File: src/rtl/fx2_pkg.sv
// +--------------------------------------------------------------------+
// | fx2_pkg: shared state encoding and defaults for the FX2 write path |
// | Revision: 1.0                                                      |
// +--------------------------------------------------------------------+
`default_nettype none

package fx2_pkg;

    typedef enum logic [1:0] {
        S_RUN  = 2'd0,
        S_STAT = 2'd1,
        S_END  = 2'd2
    } fx2_state_e;

    localparam int FX2_PKT_WORDS_DEFAULT    = 256;
    localparam int FX2_IDLE_TIMEOUT_DEFAULT = 4096;

endpackage

`default_nettype wire

File: src/rtl/fx2_pkt_timer.sv
// +--------------------------------------------------------------------+
// | fx2_pkt_timer: packet word counter, idle timer and end-pending     |
// | flag. Macro FX2_ZLP_EN lets a flush of an empty packet request a   |
// | zero-length packet.                                                |
// | Revision: 1.0                                                      |
// +--------------------------------------------------------------------+
`default_nettype none

module fx2_pkt_timer
    import fx2_pkg::*;
#(
    parameter int PKT_WORDS    = FX2_PKT_WORDS_DEFAULT,
    parameter int IDLE_TIMEOUT = FX2_IDLE_TIMEOUT_DEFAULT
) (
    input  logic                         clk_i,
    input  logic                         reset_n_i,
    input  logic                         wr_i,
    input  logic                         clr_i,
    input  logic                         flush_i,
    output logic [$clog2(PKT_WORDS)-1:0] words_o,
    output logic                         end_pending_o,
    output logic                         end_pending_d_o
);

    localparam int WW = $clog2(PKT_WORDS);
    localparam int IW = $clog2(IDLE_TIMEOUT);
    localparam logic [WW-1:0] c_words_last = WW'(PKT_WORDS - 1);
    localparam logic [IW-1:0] c_idle_last  = IW'(IDLE_TIMEOUT - 1);

    logic [WW-1:0] words_q, words_d;
    logic [IW-1:0] idle_q, idle_d;
    logic          pend_q, pend_d;
    logic          wrap, idle_run, timeout, flush_hit;

    always_comb begin
        wrap    = wr_i && (words_q == c_words_last);
        words_d = words_q;
        if (clr_i) begin
            words_d = '0;
        end else if (wr_i) begin
            words_d = wrap ? '0 : words_q + 1'b1;
        end
        idle_run = !wr_i && (words_q != '0) && !pend_q;
        idle_d   = idle_run ? idle_q + 1'b1 : '0;
        timeout  = idle_run && (idle_d == c_idle_last);
`ifdef FX2_ZLP_EN
        flush_hit = flush_i;
`else
        flush_hit = flush_i && (words_d != '0);
`endif
        // A wrap means the FX2 already committed the packet, so any end request is moot.
        if (clr_i || wrap) begin
            pend_d = 1'b0;
        end else begin
            pend_d = pend_q || flush_hit || timeout;
        end
    end

    always_ff @(posedge clk_i or negedge reset_n_i) begin
        if (!reset_n_i) begin
            words_q <= '0;
            idle_q  <= '0;
            pend_q  <= 1'b0;
        end else begin
            words_q <= words_d;
            idle_q  <= idle_d;
            pend_q  <= pend_d;
        end
    end

    assign words_o         = words_q;
    assign end_pending_o   = pend_q;
    assign end_pending_d_o = pend_d;

endmodule

`default_nettype wire

File: src/rtl/fx2_tx_sched.sv
// +--------------------------------------------------------------------+
// | fx2_tx_sched: FX2 slave-FIFO write arbiter for capture and status  |
// | words with PKTEND on flush/idle. Optional macro: FX2_ZLP_EN.       |
// | Revision: 1.0                                                      |
// +--------------------------------------------------------------------+
`default_nettype none

module fx2_tx_sched
    import fx2_pkg::*;
#(
    parameter int W            = 16,
    parameter int PKT_WORDS    = FX2_PKT_WORDS_DEFAULT,
    parameter int IDLE_TIMEOUT = FX2_IDLE_TIMEOUT_DEFAULT
) (
    input  logic                         clk_i,
    input  logic                         reset_n_i,
    input  logic                         enable_i,
    input  logic                         flush_i,
    input  logic [W-1:0]                 cap_data_i,
    input  logic                         cap_valid_i,
    output logic                         cap_ack_o,
    input  logic [W-1:0]                 stat_data_i,
    input  logic                         stat_valid_i,
    input  logic                         stat_last_i,
    output logic                         stat_ack_o,
    input  logic                         if_ready_i,
    output logic                         slwr_o,
    output logic                         pktend_o,
    output logic [W-1:0]                 fd_o,
    output logic [$clog2(PKT_WORDS)-1:0] words_o,
    output logic                         busy_o
);

    fx2_state_e   state_q, state_d;
    logic [W-1:0] fd_q, fd_d, sel_data;
    logic         sel_stat, sel_cap, wr, wr_out, clr, pend_q, pend_d;

    always_comb begin : select
        sel_stat = 1'b0;
        sel_cap  = 1'b0;
        case (state_q)
            S_RUN: begin
                if (!pend_q) begin
                    if (stat_valid_i) begin
                        sel_stat = 1'b1;
                    end else if (enable_i && cap_valid_i) begin
                        sel_cap = 1'b1;
                    end
                end
            end
            S_STAT:  sel_stat = 1'b1;
            default: ;
        endcase
        wr       = if_ready_i && ((sel_stat && stat_valid_i) || sel_cap);
        sel_data = sel_stat ? stat_data_i : cap_data_i;
        clr      = (state_q == S_END) && if_ready_i;
        fd_d     = wr ? sel_data : fd_q;
    end

    fx2_pkt_timer #(
        .PKT_WORDS    (PKT_WORDS),
        .IDLE_TIMEOUT (IDLE_TIMEOUT)
    ) u_timer (
        .clk_i           (clk_i),
        .reset_n_i       (reset_n_i),
        .wr_i            (wr),
        .clr_i           (clr),
        .flush_i         (flush_i),
        .words_o         (words_o),
        .end_pending_o   (pend_q),
        .end_pending_d_o (pend_d)
    );

    // A pending end never breaks into a status message; it is honoured after the last word.
    always_comb begin : next_state
        state_d = state_q;
        case (state_q)
            S_RUN: begin
                if (pend_q) begin
                    state_d = S_END;
                end else if (wr && sel_stat && !stat_last_i) begin
                    state_d = S_STAT;
                end else if (pend_d) begin
                    state_d = S_END;
                end
            end
            S_STAT: begin
                if (wr && stat_last_i) begin
                    state_d = pend_d ? S_END : S_RUN;
                end
            end
            S_END: begin
                if (if_ready_i) begin
                    state_d = S_RUN;
                end
            end
            default: state_d = S_RUN;
        endcase
    end

    always_ff @(posedge clk_i or negedge reset_n_i) begin
        if (!reset_n_i) begin
            state_q <= S_RUN;
            fd_q    <= '0;
        end else begin
            state_q <= state_d;
            fd_q    <= fd_d;
        end
    end

    // Strobes are forced low the instant reset asserts, not at the next edge.
    assign wr_out     = wr && reset_n_i;
    assign slwr_o     = wr_out;
    assign cap_ack_o  = wr_out && sel_cap;
    assign stat_ack_o = wr_out && sel_stat;
    assign fd_o       = wr_out ? sel_data : fd_q;
    assign pktend_o   = clr;
    assign busy_o     = (state_q != S_RUN) || pend_q;

endmodule

`default_nettype wire
File: config.mk
export PLATFORM = sky130hd
export DESIGN_NAME = fx2_tx_sched
export DESIGN_NICKNAME = d
export VERILOG_FILES = /design/src/rtl/fx2_pkg.sv /design/src/rtl/fx2_pkt_timer.sv /design/src/rtl/fx2_tx_sched.sv
export SDC_FILE = /design/constraint.sdc
export NUM_CORES = 1
export LEC_CHECK = 0
export ABC_AREA = 1
export CAP_MARGIN = 10
export CORE_AREA = 2 2 85 87
export DETAILED_ROUTE_END_ITERATION = 10
export DIE_AREA = 0 0 87 89
export GPL_TIMING_DRIVEN = 0
export PLACE_DENSITY = 0.66
export SLEW_MARGIN = 30
export SYNTH_ARGS = -nofsm -noshare
export SYNTH_HDL_FRONTEND = slang
export SYNTH_HIERARCHICAL = 1
export SYNTH_SLANG_ARGS = --single-unit
File: constraint.sdc
create_clock -name clk_i -period 2.9 [get_ports clk_i]
set_input_delay 0.29 -clock clk_i [delete_from_list [all_inputs] [get_ports clk_i]]
set_output_delay 0.29 -clock clk_i [all_outputs]
set_load 0.01 [all_outputs]
==> results.ini <==
[critical_path]
cp.arrival_ns=2.33
crit_path_cell_trace=dlygate4sd3_1 > buf_2 > buf_12 > inv_1 > nor2_8 > buf_6 > nand2_1 > o21ai_2 > clkdlybuf4s50_1
cp_max_fo=27
cp_slowest_stage_delay_ns=0.57
path_class=input port to primary output
setup.worst_path.start_class=input port
cp_slowest_cell=clkdlybuf4s50_1
worstPathRequired_ns=2.61
end_kind=primary output

[global_route]
antenna_found_initial=0
gr-total-overflow=0
grt_pass1_vias=2448
track_usage_pct=17.17
grt_first_pass_wirelength_mm=10.75
grt_max_degree=28

[die]
die_x_um=87
coreArea_um2=6719
dieArea_um2=7743
fp-row-count=30
die_y_um=89
pin_count=69
start_util_pct=39.22

[clocking]
cts_buffer_depth=2
cts_max_level=2
clk_pin_slew_ns=0.07
clock-root-buffer=clkbuf_8
numCtsBuffers=5
clkLatencyLatePin_ns=0.29
clkSinkCount=39
tritoncts=done

[pwr]
p_switching_mw=0.9090
comb_power_share_pct=52.6
p_seq_share_pct=32.3
p_leak_nw=1.742
power_frac_clock_pct=15.1
swShare_pct=38.75
p_per_area_nw_per_um2=664.0
power.total_mw=2.346
max-vdd-ir-drop_mv=0.3052
internal_power_mw=1.437

[drt]
dr_total_vias=2496
vias_per_cell=4.597
ant_nets=0
drc=0
routed_wl_mm=6.072
drtPass1Iterations=4
drt-initial-drc-count=82
avgRoutedWirePerCell_um=11.18

[cells_and_area]
area_growth_pct=34.09
stdcell_area_um2=3533
final_nets=505
drive_gt1_share_pct=14.25
fillers=671
n_antenna_cell=0

[yosys]
syn_inst=385
netlist.area_leader.share_pct=37.04
synth_edf_count=0
yosysMostFrequentCell=nand2_1
synth_common_cells=nand2_1 (133), inv_1 (57), dfrtp_1 (39)
synth_cell_type_count=30
synth_seq_cells=39
yosysWarnings=6
synth_area_leaders=dfrtp_1 (37%), nand2_1 (19%), inv_1 (8.1%)
ys_seq_area_share_pct=37.04
netlist_area_um2=2635
synth_area_leader_cell=dfrtp_1
ys_async_sr_fraction_pct=100.0
avgSynthCellArea_um2=6.844
ys.flop_type=dfrtp_1
synth_fp_nets=428

[timing]
rsz0062_at_grt=no
finalClockSkew_ns=0.003193
maxSlewHeadroom_pct=59.42
finalSetupViolations=0
hold_violations=0
fin_crit_ns=2.622
post-route-period-util_pct=90.43
maxSlewViolCount=0
tightestPinTransition_ns=0.6067
setup_ws_ns=0.2776
fmaxAchievable_ghz=0.3813

[placement]
io_buffers=68
gp_congestion=0.8676
dp_hpwl_mm=4.770
place_ws_ns=-0.09301
dpl-instance-area_um2=3431

[min_path]
hp-class=input port to asynchronous set/reset pin

[outcome]
status=finished clean

[run]
maxCapViolCount=0

[per-stage QoR]
stage / setup TNS [ns] / instances / util [%] / hold slack (ns)
2_1_floorplan: 0 / 385 / - / -0.005591
3_3_place_gp: -18.41 / 533 / 50.84 / 0.4811
3_5_place_dp: -0.09301 / 534 / 51.06 / 0.2211
4_1_cts: 0 / 544 / 52.57 / 0.4936
5_1_grt: 0 / 543 / 52.59 / 0.5161
6_report: 0 / 543 / 52.59 / 0.4891
[final cells by class]
class / count / area, um^2 / area share (%)
clock inverter: 1 / 5.005 / 0.1416
buffer: 8 / 92.59 / 2.620
timing repair buffer: 71 / 715.7 / 20.25
sequential: 39 / 977.2 / 27.66
clock buffer: 7 / 76.32 / 2.160
multi-input combinational: 269 / 1306 / 36.97
tap: 80 / 100.1 / 2.833
inverter: 68 / 260.3 / 7.365
[final timing paths]
| kind | from | slack (ns) | endpoint | cells after the start |
|---|---|---|---|---|
| worst max-delay path | reset_n_i | 0.28 | fd_o[9] | 9 |
| worst min-delay path | reset_n_i | 0.49 | u_timer/words_o[6] | 3 |
| worst max register to register | state_q[0] | 0.33 | state_q[1] | 23 |
| worst min register to register | u_timer/idle_q[0] | 0.49 | u_timer/idle_q[0] | 1 |
| max in group asynchronous | reset_n_i | 1.38 | u_timer/idle_q[8] | 3 |
| min in group clk_i | u_timer/idle_q[0] | 0.49 | u_timer/idle_q[0] | 1 |
[cells by family after synthesis]
| kind of cell | after synthesis | synth area share [%] |
|---|---|---|
| AOI/OAI and AO/OA | 44 | 10.26 |
| xor gates and xnor gates | 3 | 0.9973 |
| adders and majority gates | 3 | 1.425 |
| buffers and inverters | 77 | 13.67 |
| DFF | 39 | 37.04 |
| and+or+nand+nor | 219 | 36.61 |
[worst max-delay path: cells and delay by family]
| family | cells | cell delay (ns) |
|---|---|---|
| and+or+nand+nor | 2 | 0.27 |
| AOI/OAI and AO/OA | 1 | 0.06 |
| buffers and inverters | 6 | 1.70 |
[power groups by stage]
| stage | clock, mW | sequential, mW | combinational, mW |
|---|---|---|---|
| finish | 0.353 | 0.758 | 1.23 |
| detailed placement | 0 | 0.769 | 1.24 |
| floorplan | 0 | 0.759 | 0.753 |
| CTS | 0.374 | 0.758 | 1.25 |
| global placement | 0 | 0.769 | 1.23 |
| global route | 0.391 | 0.778 | 1.40 |
[cell usage in the layout, fill, tap and decap left out, types with 2 or more instances in the layout]
| cell | instances |
|---|---|
| nand2_1 | 133 |
| clkdlybuf4s50_1 | 67 |
| inv_1 | 57 |
| dfrtp_1 | 38 |
| nor2_1 | 31 |
| nand3_1 | 24 |
| o21ai_1 | 15 |
| o21ai_2 | 12 |
| nand2_2 | 10 |
| inv_2 | 9 |
| nor2_2 | 9 |
| o21ai_0 | 8 |
| a21oi_1 | 7 |
| clkbuf_8 | 5 |
| nor2_4 | 4 |
| buf_6 | 4 |
| ha_1 | 3 |
| nand2_4 | 2 |
| buf_12 | 2 |
| buf_2 | 2 |
| inv_4 | 2 |
| clkbuf_1 | 2 |
| dlygate4sd3_1 | 2 |
| nand4_1 | 2 |
| xor2_1 | 2 |
[routing by layer]
| metal | wire (um) | global-route usage [%] | vias up |
|---|---|---|---|
| met1 | 2839 | 21.36 | 1106 |
| met4 | 21 | 4.261 | 0 |
| li1 | - | - | 1329 |
| met5 | 0 | 0 | - |
| met2 | 2857 | 29.77 | 59 |
| met3 | 353 | 4.524 | 2 |
[registers in the layout, indices dropped and copies added, names as in the netlist]
register,flops
fd_q,16
state_q,2
u_timer/end_pending_o,1
u_timer/idle_q,12
u_timer/words_o,8
[what timing repair did]
| item | 4_1_cts | 5_1_grt |
|---|---|---|
| setup endpoints to repair | 0 | 1 |
| resized for setup | 0 | 3 |
| endpoints found under the hold margin | 13 | 0 |
| setup buffers | 0 | 0 |
| hold buffers | 2 | 0 |
(Power assumes the default switching activity.)
